===== config.mk =====
export PLATFORM = sky130hd
export DESIGN_NAME = dds_pulse_sequencer
export DESIGN_NICKNAME = d
export VERILOG_FILES = /design/src/rtl/dds_seq_pkg.sv /design/src/rtl/dds_seq_arbiter.sv /design/src/rtl/dds_pulse_sequencer.sv
export SDC_FILE = /design/constraint.sdc
export NUM_CORES = 1
export LEC_CHECK = 0
export ABC_AREA = 1
export CORE_MARGIN = 4
export CORE_UTILIZATION = 45
export DETAILED_ROUTE_END_ITERATION = 10
export PLACE_DENSITY_LB_ADDON = 0.25
export SYNTH_ARGS = -nofsm -noshare
export SYNTH_HDL_FRONTEND = slang
export SYNTH_SLANG_ARGS = --single-unit

===== constraint.sdc =====
create_clock -name clk_500m -period 1.8 [get_ports clk_500m]
set_input_delay 0.18 -clock clk_500m [delete_from_list [all_inputs] [get_ports clk_500m]]
set_output_delay 0.18 -clock clk_500m [all_outputs]
set_load 0.03 [all_outputs]

===== src/rtl/dds_seq_pkg.sv =====
// Shared types and default widths for the DDS pulse sequencer.
package dds_seq_pkg;

    localparam int N_TRIG_DEF    = 16;
    localparam int IDX_W         = $clog2(N_TRIG_DEF);
    localparam int SETUP_CYC_DEF = 4;
    localparam int IOUP_W_DEF    = 8;
    localparam int CNT_W_DEF     = 16;

    typedef enum logic [2:0] {
        IDLE,
        SETUP,
        IOUP,
        RAMP,
        HOLD,
        RELEASE
    } dds_state_e;

endpackage


===== src/rtl/dds_seq_arbiter.sv =====
// Pending-request arbiter, purely combinational; `DDS_SEQ_RR_EN selects round-robin
// starting after last_grant, otherwise lowest pending index wins.
module dds_seq_arbiter #(
    parameter int N = 16,
    parameter int W = $clog2(N)
) (
    input  logic [N-1:0] pending,
    input  logic [W-1:0] last_grant,
    output logic [N-1:0] onehot,
    output logic [W-1:0] index,
    output logic         valid
);

    logic [W-1:0] cand;

`ifndef DDS_SEQ_RR_EN
    logic unused_last;
    assign unused_last = ^last_grant;
`endif

    // N is a power of two, so the W-bit add wraps the search modulo N.
    always_comb begin
        index = '0;
        valid = 1'b0;
        cand  = '0;
        for (int k = 0; k < N; k++) begin
`ifdef DDS_SEQ_RR_EN
            cand = last_grant + W'(k + 1);
`else
            cand = W'(k);
`endif
            if (!valid && pending[cand]) begin
                index = cand;
                valid = 1'b1;
            end
        end
        onehot = valid ? (N'(1) << index) : '0;
    end

endmodule


===== src/rtl/dds_pulse_sequencer.sv =====
// Latches trigger edges, grants one channel at a time and drives profile/io_update/drctl/osk
// (registered outputs, grant 3 edges after trigger rise); arbitration mode set by `DDS_SEQ_RR_EN.
module dds_pulse_sequencer
    import dds_seq_pkg::*;
#(
    parameter int N_TRIG    = N_TRIG_DEF,
    parameter int SETUP_CYC = SETUP_CYC_DEF,
    parameter int IOUP_W    = IOUP_W_DEF,
    parameter int CNT_W     = CNT_W_DEF
) (
    input  logic                      clk_500m,
    input  logic                      rst,
    input  logic                      enable,
    input  logic [N_TRIG-1:0]         triger_pulse,
    input  logic [CNT_W-1:0]          hold_cycles,
    input  logic [CNT_W-1:0]          ramp_timeout,
    input  logic                      drover,
    output logic [$clog2(N_TRIG)-1:0] profile,
    output logic                      osk,
    output logic                      drctl,
    output logic                      io_update,
    output logic                      pulse_position,
    output logic                      busy,
    output logic                      seq_done,
    output logic                      timeout_err,
    output logic                      overrun_err
);

    localparam int IW = $clog2(N_TRIG);

    logic [N_TRIG-1:0] trig_s1_q, trig_s2_q, rise;
    logic [N_TRIG-1:0] pending_q, pending_d, gnt_oh;
    logic [IW-1:0]     gnt_idx, last_grant_q, profile_q;
    logic              gnt_vld, grant, ramp_to;
    logic              drover_m_q, drover_s_q;
    dds_state_e        state_q, state_d;
    logic [CNT_W-1:0]  cnt_q, cnt_d, hold_q, rto_q;
    logic              osk_q, drctl_q, ioup_q, pp_q, busy_q, done_q, to_err_q, ovr_err_q;

    dds_seq_arbiter #(.N(N_TRIG), .W(IW)) u_arb (
        .pending    (pending_q),
        .last_grant (last_grant_q),
        .onehot     (gnt_oh),
        .index      (gnt_idx),
        .valid      (gnt_vld)
    );

    assign rise      = trig_s1_q & ~trig_s2_q;
    assign grant     = (state_q == IDLE) && enable && gnt_vld;
    assign ramp_to   = (state_q == RAMP) && (rto_q != '0) && (cnt_q == rto_q);
    // A new edge on the bit being granted this cycle keeps it pending.
    assign pending_d = (pending_q & ~(grant ? gnt_oh : '0)) | rise;

    always_comb begin
        state_d = state_q;
        cnt_d   = (cnt_q == '1) ? cnt_q : cnt_q + CNT_W'(1);
        case (state_q)
            IDLE:    if (grant) begin
                         state_d = SETUP;
                         cnt_d   = CNT_W'(1);
                     end
            SETUP:   if (cnt_q >= CNT_W'(SETUP_CYC)) begin
                         state_d = IOUP;
                         cnt_d   = CNT_W'(1);
                     end
            IOUP:    if (cnt_q >= CNT_W'(IOUP_W)) begin
                         state_d = RAMP;
                         cnt_d   = CNT_W'(1);
                     end
            RAMP:    if (drover_s_q || ramp_to) begin
                         state_d = HOLD;
                         cnt_d   = CNT_W'(1);
                     end
            HOLD:    if (cnt_q >= hold_q) state_d = RELEASE;
            RELEASE: state_d = IDLE;
            default: state_d = IDLE;
        endcase
    end

    // Outputs are decoded from the next state so they line up with state_q.
    always_ff @(posedge clk_500m) begin
        if (rst) begin
            trig_s1_q    <= '0;
            trig_s2_q    <= '0;
            drover_m_q   <= 1'b0;
            drover_s_q   <= 1'b0;
            pending_q    <= '0;
            last_grant_q <= IW'(N_TRIG - 1);
            profile_q    <= '0;
            state_q      <= IDLE;
            cnt_q        <= '0;
            hold_q       <= '0;
            rto_q        <= '0;
            osk_q        <= 1'b0;
            drctl_q      <= 1'b0;
            ioup_q       <= 1'b0;
            pp_q         <= 1'b0;
            busy_q       <= 1'b0;
            done_q       <= 1'b0;
            to_err_q     <= 1'b0;
            ovr_err_q    <= 1'b0;
        end else begin
            trig_s1_q  <= triger_pulse;
            trig_s2_q  <= trig_s1_q;
            drover_m_q <= drover;
            drover_s_q <= drover_m_q;
            pending_q  <= pending_d;
            state_q    <= state_d;
            cnt_q      <= cnt_d;
            if (grant) begin
                profile_q    <= gnt_idx;
                last_grant_q <= gnt_idx;
                hold_q       <= hold_cycles;
                rto_q        <= ramp_timeout;
            end
            osk_q   <= (state_d == SETUP) || (state_d == IOUP) ||
                       (state_d == RAMP)  || (state_d == HOLD);
            drctl_q <= (state_d == RAMP) || (state_d == HOLD);
            ioup_q  <= (state_d == IOUP);
            pp_q    <= (state_d == HOLD);
            busy_q  <= (state_d != IDLE);
            done_q  <= (state_d == RELEASE);
            if (ramp_to)                to_err_q  <= 1'b1;
            if (|(rise & pending_q))    ovr_err_q <= 1'b1;
        end
    end

    assign profile        = profile_q;
    assign osk            = osk_q;
    assign drctl          = drctl_q;
    assign io_update      = ioup_q;
    assign pulse_position = pp_q;
    assign busy           = busy_q;
    assign seq_done       = done_q;
    assign timeout_err    = to_err_q;
    assign overrun_err    = ovr_err_q;

endmodule

Word level (Yosys, flattened, before mapping)
Cells that the tools add are included.

storage, ports and cells
  word-level logic and storage cells = 128
  register bits after elaboration = 113
  output and inout bits = 12

cells by class
  order comparisons = 3
  multiplexer cells = 45
  add/subtract/negate cells = 1
  reductions and logical operators = 43
  equal/unequal tests = 11
  shift operators = 1
  bitwise gates (word level) = 6

operators by type and width
  cell                     number
  $mux W16                 7
  $pmux W16 S4             1
  $and A16 B16 Y16         3
  $mux W4                  8
  $not A16 Y16             2
  $mux W3                  9
  $logic_and A1 B1 Y1      19
  $mux W1                  17
  $add A16 B1 Y16 const B  1
  $eq A16 B16 Y1           1
  $eq A16 B16 Y1 const B   1
  $ge A16 B16 Y1           1
  $ge A16 B3 Y1 const B    1
  $ge A16 B4 Y1 const B    1
  $or A16 B16 Y16          1
  $reduce_bool A16 Y1      1
  $reduce_or A16 Y1        1
  $shl A1 B4 Y16 const A   1
  $logic_not A1 Y1         15
  $pmux W3 S5              1
  $eq A3 B2 Y1 const B     4
  $eq A3 B3 Y1 const B     3
  $eq A3 B1 Y1 const B     2
  $logic_or A1 B1 Y1       5
  other kinds (3)          4

Depth between registers and ports, before layout
  depth after elaboration = 53
  mapped depth = 14
  mapped depth without buffers = 14

Cells and area by module
Synthesis repeated with hierarchy kept, for this count alone.

second synthesis, totals
  cells, all modules = 745
  area total of the unflattened synthesis = 5356.4 µm²

by module, submodules not included
  module               cells an instance  seq. area each (µm²)  area an instance (µm²)  instances
  dds_pulse_sequencer  679                2342.2                4996.0                  1
  dds_seq_arbiter      66                 0.0                   360.3                   1

Worst setup path after synthesis
Ideal clock, no wire load.

  path type = register to register
  start = register state_q[2]
  end = register cnt_q[14]
  stages on the path, launching flop included = 13
  buffers on the path = 2
  required time = 1683 ps
  slack = -90 ps
  arrival = 1773 ps
  path through = dfxtp_1 clkbuf_1 nor3_1 nand4_1 nor2_1 nand3_1 nand3_1 nand2_1 a211oi_1 nand2_1 nand2_2 buf_2 nor2_1

between the ends
  word-level cells in the longest chain between the ends = 6
  elaborated cells between the ends (all ways) = 12
  those cells by class = 3 x eq/ne; 3 x mux; 6 x reduce/logical

ends and longest elaborated chain
  what                               RTL line                                              source
  start, declared                    dds_pulse_sequencer.sv:36                             dds_state_e state_q, state_d;
  start signal, assigned             dds_pulse_sequencer.sv:108                            state_q <= state_d;
  $eq A3 B2 Y1                       dds_pulse_sequencer.sv:50, dds_pulse_sequencer.sv:57
  $logic_and A1 B1 Y1 (2 in series)  dds_pulse_sequencer.sv:50                             assign ramp_to = (state_q == RAMP) && (rto_q != '0) && (cnt_q == rto_q);
  $logic_or A1 B1 Y1                 dds_pulse_sequencer.sv:70                             RAMP: if (drover_s_q || ramp_to) begin
  $mux W16                           dds_pulse_sequencer.sv:70
  $pmux W16 S4 (*)                   dds_pulse_sequencer.sv:57                             case (state_q)
  end signal, assigned               dds_pulse_sequencer.sv:109                            cnt_q <= cnt_d;
  end, declared                      dds_pulse_sequencer.sv:37                             logic [CNT_W-1:0] cnt_q, cnt_d, hold_q, rto_q;

Every way passes the cells marked *; elsewhere a longest branch is shown, timed or not.
A chain may end at the register's enable or synchronous reset.

Final worst setup path
  start = register pending_q[0]
  end = register hold_q[7]

between the ends
  word-level cells in the longest chain between the ends = 47

ends and longest elaborated chain
  what                     RTL line                    source
  start, declared          dds_pulse_sequencer.sv:32   logic [N_TRIG-1:0] pending_q, pending_d, gnt_oh;
  start signal, assigned   dds_pulse_sequencer.sv:107  pending_q <= pending_d;
  $mux W1 (*)              dds_seq_arbiter.sv:32       if (!valid && pending[cand]) begin
  $logic_not A1 Y1         dds_seq_arbiter.sv:32
  $logic_and A1 B1 Y1      dds_seq_arbiter.sv:32
  $mux W1 (*)              dds_seq_arbiter.sv:32
  $logic_not A1 Y1         dds_seq_arbiter.sv:32
  $logic_and A1 B1 Y1      dds_seq_arbiter.sv:32
  $mux W1 (*)              dds_seq_arbiter.sv:32
  $logic_not A1 Y1         dds_seq_arbiter.sv:32
  (+31 left out)           -
  $mux W1 (*)              dds_seq_arbiter.sv:32
  $logic_not A1 Y1         dds_seq_arbiter.sv:32
  $logic_and A1 B1 Y1      dds_seq_arbiter.sv:32
  $mux W1 (*)              dds_seq_arbiter.sv:32
  $logic_not A1 Y1         dds_seq_arbiter.sv:32
  $logic_and A1 B1 Y1      dds_seq_arbiter.sv:32
  $mux W1 (*)              dds_seq_arbiter.sv:32
  $logic_and A1 B1 Y1 (*)  dds_pulse_sequencer.sv:49   assign grant = (state_q == IDLE) && enable && gnt_vld;
  end signal, assigned     dds_pulse_sequencer.sv:113  hold_q <= hold_cycles;
  end, declared            dds_pulse_sequencer.sv:37

Marks and branches as above.

==> flow_summary.ini <==
[finish]
layout.area.seq_um2 = 2280
layout_commonest_cell = inv_1
nFillCells = 892
multi_input_area_um2 = 2440
stdcell_count = 987
finalInstanceArea_um2 = 7420
most-common-layout-cells = inv_1 (112), nor2_1 (108), dfxtp_1 (104)
antennaDiodeCount = 0
drive_gt1_frac = 0.223
syn_to_final_growth_pct = 47.5
nNetsFinal = 904

[global_routing]
grt_overflow = 0
grt_max_degree = 54
antenna_found_initial = 0
grt_pass1_vias = 5074
grt_use_total = 0.226
grt_pass1_wl_um = 23100

[clocking]
cts_tree = built
clk_pin_slew_ns = 0.06
clk_path_buf_depth = 2
clkLatencyLatePin_ns = 0.53
htree_levels = 4
root_buffer = clkbuf_8
cts_num_sinks = 113
numCtsBuffers = 17

[synth]
syn_area_um2 = 5030
yosysWarningCount = 0
synth_top_area_frac = 0.450
synth_cells = 673
ys_ff_latch = 113
synth-seq-area-share = 0.450
synth.avg_cell_area_um2 = 7.47
syn_nets = 743
yosysTopAreaCell = dfxtp_1
synth_area_leaders = dfxtp_1 (45%), inv_1 (8.5%), nor2_1 (8.5%)
yosysUniqueCellTypes = 37

[drt]
wl_per_cell_um = 13.9
finalWirelength_um = 13700
top_layer = met4
routed-wl-met2_um = 6640
drtAntennaViolNets = 0
drt_first_pass_iters = 7
vias_per_cell = 5.04
drt_iter0_markers = 257
drt-met1-wl_um = 6040
via_count = 4970
drc = 0
wl_met3_um = 662

[floorplan]
die-width_um = 114
core_area_um2 = 10900
io_pins = 64
design.die.area_um2 = 12900
fp-row-count = 38
start_util = 0.462
die_h_um = 114

[timing]
setup_violations = 73
fin_skew_ns = 0.00713
finalCriticalPeriod_ns = 1.97
relSlewSlack = 0.652
setup_ws_ns = -0.174
tns_ns = -7.47
fmax_mhz = 507
worst_pin_slew_ns = 0.522
period_share = 1.10
rsz0062_at_grt = true
report.final.slew_viol_count = 0
finalHoldViolCount = 0

[critical_path]
r2r-end = hold_q[7]
slowest_stage = dfxtp_2
endpoint_kind = flip-flop
regToRegStartpoint = pending_q[0]
crit_chain = nor2_4 -> nand2_2 -> nor2_4 -> nand4_4 -> nor2_4 -> nand4_4 -> nor2_4 -> nand4_4 -> nand2_4 -> buf_8 -> buf_12 -> o21ai_1 -> a21oi_1
cp-startpoint = pending_q[0]
critPathLaunchType = flip-flop
max_stage_delay_ns = 0.33
critPathKind = flip-flop to flip-flop
r2r_cells = 13
path_common_cell = nor2_4
crit_arrival_ns = 2.42
crit_path_max_fanout = 9
r2r_slack_ns = -0.17
crit_required_ns = 2.25

[status]
failed_checks = negative setup slack
outcome = complete, but fails checks

[placement]
place_congestion = 0.899
dp_hpwl_um = 9910
dpl.cell_count = 934
io_buffers = 63
place_area_um2 = 6380
pre_cts_slack_ns = -0.235

[flow_run]
cap_viol_max_count = 0

[pwr]
irDropWorstVdd_mv = 0.692
power-per-cell-area_nw_per_um2 = 1010
p_total_w = 0.00749
power_leakage_nw = 3.27

[min_path]
min_path_cells = 3
holdPathEnd = drover_m_q
min_from = drover
hold_path_class = input port to flip-flop
==> Yosys cell counts <==
cell type  number
a211oi_1        1
a21boi_1        1
a21o_1          1
a21oi_1        56
a31oi_1         1
and3_1          1
buf_1           3
buf_2           4
buf_4           1
buf_6           5
clkbuf_1        8
dfxtp_1       113
ha_1           18
inv_1         114
nand2_1        57
nand2_2         2
nand3_1        32
nand3_2         1
nand3b_1        2
nand4_1         9
nand4_2         3
nor2_1        114
nor2_2          4
nor3_1         13
nor4_1          7
o2111ai_1       3
o211a_1         1
o211ai_1        2
o21ai_0        50
o21ai_1        19
o21bai_1        1
o221ai_1        1
o22ai_1         6
o41ai_1         1
or2_2           4
xnor2_1         8
xor2_1          6
==> per-layer routing <==
metal / track usage / vias up
met5: 0 / -
met4: 0.111 / 0
li1: - / 2502
met2: 0.378 / 138
met1: 0.271 / 2295
met3: 0.0531 / 35
==> flip-flops by register name, summed over array words and instances, names as in the netlist <==
| register | flops |
|---|---|
| busy | 1 |
| cnt_q | 16 |
| drctl | 1 |
| drover_m_q | 1 |
| drover_s_q | 1 |
| hold_q | 16 |
| io_update | 1 |
| osk | 1 |
| overrun_err | 1 |
| pending_q | 16 |
| profile | 4 |
| pulse_position | 1 |
| rto_q | 16 |
| seq_done | 1 |
| state_q | 3 |
| timeout_err | 1 |
| trig_s1_q | 16 |
| trig_s2_q | 16 |
==> metrics by stage <==
stage / hold slack, ns / util
after floorplan: 0.287 / -
after global routing: 0.161 / 0.682
after detailed placement: 0.397 / 0.586
final: 0.163 / 0.682
after global placement: 0.391 / 0.586
after CTS: 0.147 / 0.671
==> report_power, final <==
group | internal, W | switching [W]
Combinational | 0.000564 | 0.000610
Sequential | 0.00268 | 0.000115
Clock | 0.00236 | 0.00117
Total | 0.00560 | 0.00189
==> repair_timing <==
| action | 4_1_cts | 5_1_grt |
|---|---|---|
| buffers inserted | 16 | 3 |
| resized for setup | 38 | 30 |
| endpoints found under the setup margin | 75 | 77 |
| gates cloned | 1 | 0 |
| hold endpoints to repair | 1 | 0 |
| pin swaps | 14 | 6 |
| hold buffers | 1 | 0 |
==> critical path, delay by kind of cell (launching register included) <==
family / cells / cell delay, ns
AOI/OAI and AO/OA: 2 / 0.21
buffers and inverters: 2 / 0.29
DFF: 1 / 0.33
and+or+nand+nor: 9 / 1.04
==> area by class of cell <==
cell class              count  share of cell area
well taps                 140              0.0236
flip-flops and latches    113               0.307
multi-input cells         425               0.329
inverters                 114              0.0577
clock inverters            12              0.0243
clock buffers              20              0.0614
repair buffers            163               0.198
==> how the worst max path moves through the flow <==
stage                          endpoint  slack (ns)
after floorplan              hold_q[10]      -0.003
after CTS                      rto_q[8]       -0.23
after detailed placement  pending_q[15]       -0.23
after global routing          hold_q[4]       -0.31
final                         hold_q[7]       -0.17
after global placement         cnt_q[0]       -0.19
==> logic make-up (layout without fill, tap and decap cells) <==
| kind of cell | after synthesis | after routing | share of synthesized area |
|---|---|---|---|
| simple gates | 249 | 249 | 0.218 |
| compound gates | 144 | 144 | 0.153 |
| buf+inv | 135 | 309 | 0.110 |
| flops | 113 | 113 | 0.450 |
| fa+ha+maj | 18 | 18 | 0.0448 |
| xor+xnor | 14 | 14 | 0.0244 |
Note: power is estimated with default switching activity, not from simulation.
==> patch 1, RTL diff (same settings) <==
Set the package constant `N_TRIG_DEF` to 32 (it was 16).
--- a/src/rtl/dds_seq_pkg.sv
+++ b/src/rtl/dds_seq_pkg.sv
@@ -3,3 +3,3 @@
 
-    localparam int N_TRIG_DEF    = 16;
+    localparam int N_TRIG_DEF    = 32;
     localparam int IDX_W         = $clog2(N_TRIG_DEF);
Interface: changed (resized profile and triger_pulse); port bits go from 64 to 81. No check against the original RTL was run, so the function may have changed too.
==> patch 1 against the unedited design <==
The flow still finishes with violations (negative setup slack). Clock power grew 3%. Area after synthesis up 44%. Global-route usage decreased by 3.3 points. Non-clock buffer count rose by 53. Setup slack got worse by 0.87 ns. Final area is 36% higher. Total power rose by 20%. Routed wire length increased by 26%. Sequential cell count grew 49. Sequential power is 41% higher. Synthesized cell count up 47%. Highest routed layer unchanged.
==> patch 1: results (changes against the unedited design) <==
Fill cells=1328 (+49%); Net Count, Synth=1075 (+45%); PortBufs=80 (+27%); final setup TNS=-89.00 ns (-81.53 ns); failing checks=negative setup slack; Final HPWL DP=11.8 mm (+19%); Max Cap Violations=0 (unchanged); top cells by area, synth=dfxtp_1, nor2_1, inv_1; nets=1278 (+41%); drt total wl=17.3 mm (+26%); commonest cells in the netlist=nor2_1, inv_1, dfxtp_1; PnR worst setup slack=-1.04 ns (-0.867 ns); status=finished with violations; worst-margin pin slew=0.484 ns (-0.0378 ns); Worst-Skew Late Latency=0.43 ns (-0.10 ns); adder-cell share of the synthesized area=0.0311 (-0.0136); Clock Tree Root=clkbuf_16; slowest CP cell=dfxtp_1; Final Wtd Congestion=0.838 (-6.8%); Synth Area in XOR/XNOR=0.0242 (-0.000157); DR vias/cell=4.69 (-6.8%); Seq/Total Area, Yosys=0.448 (-0.00131); Synth Area in Compound Gates=0.0946 (-0.0581); Final Setup Violations=94 (+29%); NetSw=2.28 mW (+20%); vias in the first global route=6277 (+24%); Worst path max stage delay=0.35 ns (+0.02 ns); first-pass GRT wire length=28.3 mm (+22%); clk_skew=0.00855 ns (+0.00142 ns); pin count of the biggest net entering global routing=105 (+94%); share of layout cells above drive strength 1=0.223 (-0.000549); Cell variety after synth=40 (+8.1%); Worst EP arrival=3.16 ns (+0.74 ns); Iter 0 DRT Violations=278 (+8.2%); Leakage=4.42 nW (+35%); all-layer global routing usage=0.193 (-0.0328); peak supply drop=0.907 mV (+31%); TritonRoute pass-1 iters=6 (-1)
==> patch 1: cell types whose count changed after synthesis, moves of 16 or more <==
cell / change
nor2_1: +80
inv_1: +70
dfxtp_1: +49
nand2_1: +42
or2_2: +17
nor3_1: +16
==> patch 1: metrics by stage <==
stage / hold WS (ns) / worst slack, ns / cells / instance area (um2) / power [mW]
floorplan: 0.287 / -0.865 / 989 / 7290 / 4.73
global placement: 0.394 / -0.996 / 1372 / 9110 / 5.25
detailed placement: 0.399 / -1.09 / 1372 / 9110 / 5.27
CTS: 0.161 / -1.08 / 1418 / 10000 / 8.98
global route: 0.210 / -1.32 / 1420 / 10100 / 9.36
finish: 0.174 / -1.04 / 1420 / 10100 / 8.97
==> patch 1: kinds of logic after synthesis <==
group           count (synthesis)
simple gates                  448
buf+inv                       217
flops                         162
compound gates                124
xor+xnor                       20
fa+ha+maj                      18
==> patch 1: cell type report <==
class,instances,share of cell area
Clock buffer,21,0.0446
Clock inverter,10,0.0134
Inverter,185,0.0692
Multi-Input combinational cell,610,0.334
Sequential cell,162,0.322
Tap cell,216,0.0267
Timing Repair Buffer,216,0.190
==> patch 1: worst paths after layout <==
path | depth (start not counted) | start | endpoint
setup / recovery | 21 | pending_q[1]$_SDFF_PP0_ | osk$_SDFF_PP0_
hold / removal | 4 | rst | busy$_SDFF_PP0_
setup reg to reg | 21 | pending_q[1]$_SDFF_PP0_ | osk$_SDFF_PP0_
hold reg to reg | 2 | drover_m_q$_SDFF_PP0_ | drover_s_q$_SDFF_PP0_
==> patch 1: power groups by stage <==
stage                     clock, mW  sequential, mW  combinational (mW)
after floorplan                   0            4.03               0.700
after global placement            0            4.00                1.25
after detailed placement          0            4.01                1.26
after CTS                      3.71            3.93                1.34
after global routing           3.85            3.96                1.55
final                          3.64            3.94                1.39
==> patch 1: critical path, delay by kind of cell (launching register included) <==
kind | cells | cell delay, ns
and+or+nand+nor | 19 | 2.16
DFF | 1 | 0.35
buffers and inverters | 1 | 0.16
AOI/OAI and AO/OA | 1 | 0.06
==> patch 1: metal layers <==
| metal | wire length [um] | up-vias | part of all wire | track usage |
|---|---|---|---|---|
| met4 | 301 | 0 | 0.017 | 0.0741 |
| met5 | 0 | - | 0 | 0 |
| met1 | 7540 | 3028 | 0.44 | 0.230 |
| met2 | 8900 | 97 | 0.51 | 0.340 |
| met3 | 581 | 22 | 0.034 | 0.0410 |
| li1 | - | 3518 | - | - |
==> patch 1: timing repair <==
action                                  4_1_cts  5_1_grt
pin swaps                                    11       12
hold endpoints to repair                      0        0
endpoints found under the setup margin       94       96
gates cloned                                  1        1
buffers inserted                             17        4
resized for setup                            49       23
==> patch 2, RTL diff (same settings) <==
Made on the original files. Make the reset (`rst`) asynchronous in one clocked block.
--- a/src/rtl/dds_pulse_sequencer.sv
+++ b/src/rtl/dds_pulse_sequencer.sv
@@ -80,3 +80,3 @@
     // Outputs are decoded from the next state so they line up with state_q.
-    always_ff @(posedge clk_500m) begin
+    always_ff @(posedge clk_500m or posedge rst) begin
         if (rst) begin
Behaviour: differs if rst is asserted again (counterexample within 4 cycles, from zero or initial values and one cycle with rst high); with rst held inactive, the same outputs for 10 cycles.
==> patch 2 against the unedited design <==
The flow still finishes with violations (negative setup slack). Area after synthesis up 9.5%. Final area up 8.1%. Sequential cell count unchanged. Critical endpoint is now rto_q[2]$_DFFE_PP0P_. Critical path type unchanged. Setup slack worse by 0.068 ns. Largest cell class is now registers. Routed wire length up 8.6%.
Power is not compared: it rests on default switching activity, and its combinational part moved more than twofold at a synthesized area within 25%.
==> patch 2: results (changes against the unedited design) <==
pre-CTS setup slack=-0.301 ns (-0.0661 ns); Final Wtd Congestion=0.952 (+5.9%); Worst Hold Depth=1 (-2); nets=859 (-5.0%); GR Util met3=0.0589 (+0.00580); Iter 0 DRT Violations=305 (+19%); per-cell routed wire length=15.7 um (+13%); top cells by area, synth=dfrtp_1, nand2_1, inv_1; Clock Tree Root=clkbuf_16; PnR worst setup slack=-0.242 ns (-0.0680 ns); Clock-cell share=0.0810 (-0.00468); met1 Resource Use GR=0.259 (-0.0120); Fill cells=945 (+5.9%); adder-cell share of the synthesized area=0.0409 (-0.00389); TritonRoute pass-1 iters=5 (-2); wire length on met1=6.08 mm (+0.70%); sequential portion of the cell area=0.353 (+0.0460); Net Count, Synth=693 (-6.7%); Synth async-reset ratio=1.00 (+1.00); met2 GRT Util=0.374 (-0.00477); final setup TNS=-13.82 ns (-6.35 ns); status=finished with violations; commonest cells in the netlist=nand2_1, dfrtp_1, inv_1; Vias=4895 (-1.5%); Final HPWL DP=10.0 mm (+0.88%); CP max FO=15 (+6); Final Setup Violations=74 (+1.4%); Inverters=97 (-15%); Worst-Skew Late Latency=0.42 ns (-0.11 ns); failing checks=negative setup slack; all-layer global routing usage=0.220 (-0.00517)
patch 2: through the flow:
step | hold WS (ns) | instances | area (um2)
global placement | 0.334 | 900 | 6860
detailed placement | 0.345 | 900 | 6860
CTS | 0.184 | 944 | 7820
global route | 0.187 | 949 | 8020
finish | 0.198 | 949 | 8020
floorplan | 0.211 | 623 | 5530
patch 2: final timing paths:
kind,start,end
max in group asynchronous,rst,cnt_q[8]$_DFF_PP0_
worst max register to register,pending_q[0]$_DFF_PP0_,rto_q[2]$_DFFE_PP0P_
worst min register to register,drover_m_q$_DFF_PP0_,drover_s_q$_DFF_PP0_
worst max-delay path,pending_q[0]$_DFF_PP0_,rto_q[2]$_DFFE_PP0P_
worst min-delay path,triger_pulse[12],trig_s1_q[12]$_DFF_PP0_
min in group asynchronous,rst,trig_s1_q[9]$_DFF_PP0_
patch 2: timing repair:
action | in CTS | in global routing
setup buffers | 9 | 6
gates cloned | 3 | 0
resized for setup | 55 | 47
pin swaps | 8 | 13
setup endpoints to repair | 75 | 76
